## src/rtl/sw_debounce_if.sv

```systemverilog
// Switch-side bundle for sw_debounce: raw pad levels in, debounced levels and edge pulses out.
interface sw_debounce_if #(
  parameter int WIDTH = 4
);
  logic [WIDTH-1:0] sw_in;
  logic [WIDTH-1:0] sw_out;
  logic [WIDTH-1:0] sw_rise;
  logic [WIDTH-1:0] sw_fall;
  logic             changed;

  modport master (
    output sw_in,
    input  sw_out,
    input  sw_rise,
    input  sw_fall,
    input  changed
  );

  modport slave (
    input  sw_in,
    output sw_out,
    output sw_rise,
    output sw_fall,
    output changed
  );
endinterface

```

## src/rtl/sw_debounce.sv

```systemverilog
// Per-bit two-flop synchronizer plus counting debouncer for the slide switches,
// producing clean levels and registered one-cycle rise/fall pulses.
module sw_debounce #(
  parameter int WIDTH         = 4,
  parameter int STABLE_CYCLES = 1000000
) (
  input logic           clk,
  input logic           rst,
  sw_debounce_if.slave  sw
);

  localparam int            CW   = $clog2(STABLE_CYCLES + 1);
  localparam logic [CW-1:0] LAST = CW'(STABLE_CYCLES - 1);

  typedef enum logic {
    STABLE,
    PENDING
  } state_t;

  logic [WIDTH-1:0] s1_q;
  logic [WIDTH-1:0] s2_q;
  logic [WIDTH-1:0] swOut_q;
  logic [WIDTH-1:0] swRise_q;
  logic [WIDTH-1:0] swFall_q;
  logic             changed_q;
  logic [CW-1:0]    cnt_q [WIDTH];
  state_t           state_q [WIDTH];

  logic [WIDTH-1:0] differ_d;
  logic [WIDTH-1:0] atLast_d;
  logic [WIDTH-1:0] qualify_d;
  logic [WIDTH-1:0] swRise_d;
  logic [WIDTH-1:0] swFall_d;

  always_ff @(posedge clk or posedge rst) begin
    if (rst) begin
      s1_q <= '0;
      s2_q <= '0;
    end else begin
      s1_q <= sw.sw_in;
      s2_q <= s1_q;
    end
  end

  // A bit qualifies when the synchronized level still differs on the edge its count reaches LAST.
  always_comb begin
    atLast_d = '0;
    for (int i = 0; i < WIDTH; i++) begin
      atLast_d[i] = (cnt_q[i] == LAST);
    end
    differ_d  = s2_q ^ swOut_q;
    qualify_d = differ_d & atLast_d;
    swRise_d  = qualify_d & s2_q;
    swFall_d  = qualify_d & ~s2_q;
  end

  always_ff @(posedge clk or posedge rst) begin
    if (rst) begin
      for (int i = 0; i < WIDTH; i++) begin
        state_q[i] <= STABLE;
        cnt_q[i]   <= '0;
      end
      swOut_q   <= '0;
      swRise_q  <= '0;
      swFall_q  <= '0;
      changed_q <= 1'b0;
    end else begin
      swRise_q  <= swRise_d;
      swFall_q  <= swFall_d;
      changed_q <= |(swRise_d | swFall_d);
      for (int i = 0; i < WIDTH; i++) begin
        unique case (state_q[i])
          STABLE: begin
            if (!differ_d[i]) begin
              cnt_q[i] <= '0;
            end else if (qualify_d[i]) begin
              swOut_q[i] <= s2_q[i];
              cnt_q[i]   <= '0;
            end else begin
              cnt_q[i]   <= cnt_q[i] + CW'(1);
              state_q[i] <= PENDING;
            end
          end
          PENDING: begin
            // Any return to the accepted level throws away the partial count.
            if (!differ_d[i]) begin
              cnt_q[i]   <= '0;
              state_q[i] <= STABLE;
            end else if (qualify_d[i]) begin
              swOut_q[i] <= s2_q[i];
              cnt_q[i]   <= '0;
              state_q[i] <= STABLE;
            end else begin
              cnt_q[i] <= cnt_q[i] + CW'(1);
            end
          end
        endcase
      end
    end
  end

  assign sw.sw_out  = swOut_q;
  assign sw.sw_rise = swRise_q;
  assign sw.sw_fall = swFall_q;
  assign sw.changed = changed_q;

endmodule

```

## src/flat_wrapper.sv

```systemverilog
// flat-port wrapper written by rule: the top's interface ports become plain ports
module sw_debounce_flat 
#(
  parameter int WIDTH         = 4,
  parameter int STABLE_CYCLES = 1000000
)
  (clk, rst, sw_sw_in, sw_sw_out, sw_sw_rise, sw_sw_fall, sw_changed);
  sw_debounce_if #(.WIDTH(WIDTH)) sw_i ();
  input logic clk;
  input logic rst;
  input wire logic [$bits(sw_i.sw_in)-1:0] sw_sw_in;
  output wire logic [$bits(sw_i.sw_out)-1:0] sw_sw_out;
  output wire logic [$bits(sw_i.sw_rise)-1:0] sw_sw_rise;
  output wire logic [$bits(sw_i.sw_fall)-1:0] sw_sw_fall;
  output wire logic [$bits(sw_i.changed)-1:0] sw_changed;
  assign sw_i.sw_in = sw_sw_in;
  assign sw_sw_out = sw_i.sw_out;
  assign sw_sw_rise = sw_i.sw_rise;
  assign sw_sw_fall = sw_i.sw_fall;
  assign sw_changed = sw_i.changed;
  sw_debounce #(.WIDTH(WIDTH), .STABLE_CYCLES(STABLE_CYCLES)) u_core (.clk(clk), .rst(rst), .sw(sw_i));
endmodule
```

## config.mk

```make
export PLATFORM = sky130hd
export DESIGN_NAME = sw_debounce_flat
export DESIGN_NICKNAME = d
export VERILOG_FILES = /design/src/rtl/sw_debounce_if.sv /design/src/rtl/sw_debounce.sv /design/src/flat_wrapper.sv
export SDC_FILE = /design/constraint.sdc
export NUM_CORES = 1
export LEC_CHECK = 0
export CAP_MARGIN = 20
export CORE_MARGIN = 5
export CORE_UTILIZATION = 39
export CTS_BUF_LIST = sky130_fd_sc_hd__clkbuf_8
export CTS_CLUSTER_SIZE = 14
export DETAILED_ROUTE_END_ITERATION = 16
export GPL_ROUTABILITY_DRIVEN = 0
export GPL_TIMING_DRIVEN = 0
export SYNTH_ARGS = -nofsm -noshare
export SYNTH_HDL_FRONTEND = slang
export SYNTH_SLANG_ARGS = --single-unit
```

## constraint.sdc

```tcl
create_clock -name clk -period 5.3 [get_ports clk]
set_clock_uncertainty 0.1 [all_clocks]
set_input_delay 0.795 -clock clk [delete_from_list [all_inputs] [get_ports clk]]
set_output_delay 0.795 -clock clk [all_outputs]
set_load 0.02 [all_outputs]
```

# ---- Word level (Yosys, flattened, before mapping)
# Cells that the tools add are included.
dict set report op_classes {
  reduce_logical 5
  eq_ne 4
  n_bitwise 6
  n_mux 16
  n_addsub 4
}
# cell count
set ops {}
lappend ops {{$mux 20} 8}
lappend ops {{$add 20x1->20 const B} 4}
lappend ops {{$eq 20x20->1 const B} 4}
lappend ops {{$and 4x4->4} 3}
lappend ops {{$mux 1} 8}
lappend ops {{$reduce_and 2->1} 4}
lappend ops {{$not 4->4} 1}
lappend ops {{$or 4x4->4} 1}
lappend ops {{$reduce_or 4->1} 1}
lappend ops {{$xor 4x4->4} 1}
dict set report totals {
  reg_bits 101
  wordCells 48
}

# ---- Depth between registers and ports, before layout
dict set report depth {
  depth_word 5
  ltp_mapped 6
  ltp_nobuf 5
}

# ---- Worst setup path after synthesis
# No wires, ideal clock.
dict set report synth_timing {
  path_type {flip-flop to flip-flop}
  startpoint {register u_core.cnt_q[40] (netlist bit)}
  endpoint {register u_core.cnt_q[58] (netlist bit)}
  n_path_buf 1
  setup_time_ps 78
  synth_period_minus_slack_ps 2057
  arrival_ps 1879
  required_time_ps 5122
  setup_slack_ps 3243
  stages_incl_launch_ff 7
  path_cell_list {dfrtp_1 -> ha_1 -> nand2_1 -> or4_1 -> clkbuf_1 -> or4_1 -> a21oi_1}
}
dict set report synth_between {
  elab_chain_len 4
}
# element line_no
set synth_lines {}
lappend synth_lines {{start: declaration} sw_debounce.sv:26} ;# logic [CW-1:0] cnt_q [WIDTH];
lappend synth_lines {{start signal: indexed assignment} sw_debounce.sv:80} ;# cnt_q[i] <= cnt_q[i] + CW'(1);
lappend synth_lines {{start signal: indexed assignment} sw_debounce.sv:94} ;# cnt_q[i] <= cnt_q[i] + CW'(1);
lappend synth_lines {{parallel branches: the longest is 2 deep, another holds $add 20x1->20} -}
lappend synth_lines {{$mux 20 *} {sw_debounce.sv:76, sw_debounce.sv:89}}
lappend synth_lines {{$mux 20 *} {sw_debounce.sv:74, sw_debounce.sv:86}}
# Mark *: on every way between the ends.
# A chain may end at the register's enable or synchronous reset.

# ---- Worst setup path after layout
dict set report layout_timing {
  startpoint {register u_core.swOut_q[3], in the netlist u_core.sw.sw_out[3]}
  endpoint {output sw_sw_out[3]}
}
# element line_no
set layout_rtl {}
lappend layout_rtl {{start: declaration} sw_debounce.sv:22} ;# logic [WIDTH-1:0] swOut_q;
lappend layout_rtl {{start signal: indexed assignment} sw_debounce.sv:77} ;# swOut_q[i] <= s2_q[i];
lappend layout_rtl {{start signal: indexed assignment} sw_debounce.sv:90} ;# swOut_q[i] <= s2_q[i];
lappend layout_rtl {{end: declaration} flat_wrapper.sv:12} ;# output wire logic [$bits(sw_i.sw_out)-1:0] sw_sw_out;
# No word-level cell between the ends.

==> metrics.md <==
| Metric | Value |
|---|---|
| Reg2reg setup slack | 3030 ps |
| Bufs on Longest Clock Path | 2 |
| Hold Buf Count CTS | 0 |
| CP Class | register to output port |
| Critical Path, Cell by Cell | clkdlybuf4s50_1 |
| Switching share of power | 0.2485 |
| Synth Net Count | 478 |
| Final Net Count | 508 |
| Most common flop cell mapped by yosys | dfrtp_1 |
| WL final | 8929 µm |
| Crit path max fanout | 3 |
| Area after DPL | 5080 µm² |
| P&R area growth vs syn | 12.10% |
| Worst skew pair latency | 380 ps |
| DRC violation total after the first TritonRoute iteration | 234 |
| Num CTS Buffers | 9 |
| Min-Delay Path Class | register to register |
| CTS tree | built |
| Crit path max-delay family | buffers and inverters |
| Vias in the first global route | 3482 |
| Total GRT Usage | 0.1393 |
| Final setup viols | 0 |
| # clock sinks | 101 |
| Sequential power share | 0.615 |
| DR WL/cell | 13.76 µm |
| Port bufs | 18 |
| Critical path's slowest cell | clkdlybuf4s50_1 |
| VDD IR max | 0.1911 mV |
| DRT antenna net count | 0 |
| Required @ worst endpoint | 4410 ps |
| Pins Over Slew Limit | 0 |
| Yosys reg bits | 101 |
| Initial antenna violation count | 0 |
| Worst Setup Start Kind | register |
| Drt pass-1 iters | 4 |
| Post-CTS resize count | 0 |
| Core Box Area | 11910 µm² |
| Final instance area | 5253 µm² |
| P per Cell Area | 245.2 nW/µm² |
| Static leakage | 2.106 nW |
| GRT Residual Overflow | 0 |
| Post-synthesis cell type count | 39 |
| DR vias | 3455 |
| Register area share after synthesis | 0.5394 |
| Slew margin rel. | 0.6702 |
| EDFF count, synth | 0 |
| CP max stage delay | 630 ps |
| HPWL Detailed | 6162 µm |
| Largest net degree at the start of global routing | 69 |
| Critical Path AT | 1440 ps |
| Hold path start | u_core.s1_q[1]$_DFF_PP0_ |
| Max-cap violations | 0 |
| CTS Root Cell | clkbuf_8 |
| Worst slack at placement | 3054 ps |
| FFs w/ async S/R, synth | 1.000 |
| Status | complete, no violations |
| Logic gate share of total power | 0.038 |
| Achievable Freq | 0.4284 GHz |
| Setup tns final | 0 ps |
| Clock share of power | 0.348 |
| Int Pwr | 0.0009680 W |
| Global-route wire length before repair | 16240 µm |
| Area of the mapped netlist | 4686 µm² |
| Reg2reg start | u_core.cnt_q[40]$_DFF_PP0_ |
| Critical path buffers and inverters | 1 |
| Share of layout cells above drive strength 1 | 0.06175 |
| Initial Util | 0.3934 |
| Yosys warns | 0 |
| IO Pins | 19 |
| Fin worst setup slack | 2966 ps |
| Syn Area/Cell | 10.01 µm² |
| Switching pwr | 0.0003201 W |
| Clk pin slew, worst setup/hold paths | 100 ps |
| DRC violations left | 0 |
| Die width | 119.6 µm |
| Die Height | 119.6 µm |
| CTS HTree Levels | 3 |
| Diode count | 0 |
| Post CTS Setup Buffer Count | 0 |
| Vias per cell | 5.324 |
| Die Area | 14310 µm² |
| RSZ-0062 raised after global routing | false |
| Crit end category | output port |
| Min cycle time layout | 2334 ps |
| Final hold violations | 0 |
| # rows | 40 |
| Post-synthesis cell count | 468 |
| Crit path from | u_core.sw.sw_out[3]$_DFFE_PP0P_ |
| Final worst-path cycle share | 0.4405 |
| Worst-margin pin slew | 494.7 ps |
-- area by class of cell --
| class | count | area [µm²] |
|---|---|---|
| Multi-Input combinational cell | 338 | 2048 |
| Tap cell | 147 | 183.9 |
| Buffer | 16 | 61.31 |
| Clock inverter | 6 | 48.80 |
| Timing Repair Buffer | 19 | 207.7 |
| Clock buffer | 9 | 123.9 |
| Sequential cell | 101 | 2527 |
| Fill cell | 1149 | 6659 |
| Inverter | 13 | 51.30 |
-- power groups by stage --
| stage | Sequential, W | Clock, W | Combinational [W] |
|---|---|---|---|
| after floorplan | 0.000804 | 0 | 0.0000337 |
| after global placement | 0.000807 | 0 | 0.0000476 |
| after detailed placement | 0.000807 | 0 | 0.0000510 |
| after CTS | 0.000792 | 0.000471 | 0.0000513 |
| after global routing | 0.000794 | 0.000502 | 0.0000574 |
| final | 0.000792 | 0.000448 | 0.0000487 |
-- cells in the mapped netlist (5+ instances only) --
library cell / instances / share of area
or3_1: 15 / 0.020
and3_1: 11 / 0.015
and2_1: 5 / 0.0067
xor2_1: 22 / 0.041
nand2_1: 23 / 0.018
a21oi_1: 27 / 0.029
inv_1: 13 / 0.010
nand4_1: 11 / 0.015
o21ai_0: 19 / 0.020
o31ai_1: 8 / 0.013
clkbuf_1: 15 / 0.012
nand3_1: 35 / 0.037
nor4_1: 12 / 0.016
dfrtp_1: 101 / 0.54
or4_1: 13 / 0.021
xnor2_1: 27 / 0.050
nor3_1: 9 / 0.0096
nor2_1: 66 / 0.053
-- logic make-up (layout without fill, tap and decap cells) --
logic type	count (synthesis)	in the layout	synth area share
xor+xnor	49	49	0.09159
mux	4	4	0.009612
flops	101	101	0.5394
fa+ha+maj	4	4	0.01068
buf+inv	29	63	0.02350
compound gates	58	58	0.06969
simple gates	223	223	0.2555
-- per-stage QoR --
stage / utilization / instances / power (W) / hold WS (ps)
floorplan: - / 468 / 0.0008375 / 231.2
global placement: 0.4240 / 633 / 0.0008544 / 237.0
detailed placement: 0.4265 / 634 / 0.0008581 / 236.4
CTS: 0.4410 / 649 / 0.001314 / 259.7
global route: 0.4410 / 649 / 0.001354 / 278.3
finish: 0.4410 / 649 / 0.001288 / 259.4
-- final timing paths --
path                                                        to  cells past startpoint
max in group asynchronous       u_core.sw.sw_fall[2]$_DFF_PP0_                      3
worst min register to register        u_core.s2_q[1]$_DFF_PP0_                      0
worst max-delay path                              sw_sw_out[3]                      1
worst min-delay path                  u_core.s2_q[1]$_DFF_PP0_                      0
min in group asynchronous           u_core.cnt_q[44]$_DFF_PP0_                      2
worst max register to register      u_core.cnt_q[58]$_DFF_PP0_                      6
-- metal layers --
metal | routed length [µm] | global-route usage
met1 | 4385 | 0.1856
met2 | 4141 | 0.2182
met3 | 250 | 0.03676
met4 | 152 | 0.05297
met5 | 0 | 0
-- registers in the layout (all words and copies together) (netlist names) --
register	flops
u_core.sw.sw_fall	4
u_core.s1_q	4
u_core.sw.sw_out	4
u_core.sw.changed	1
u_core.sw.sw_rise	4
u_core.s2_q	4
u_core.cnt_q	80
-- layout by cell type, fill, tap and decap left out, types with 12 or more instances in the layout --
cell type        instances
a21oi_1                 27
clkbuf_1                15
clkdlybuf4s50_1         18
dfrtp_1                101
inv_1                   12
nand2_1                 23
nand3_1                 35
nor2_1                  66
nor4_1                  12
o21ai_0                 19
or3_1                   15
or4_1                   13
xnor2_1                 27
xor2_1                  22
(Power assumes the default switching activity.)
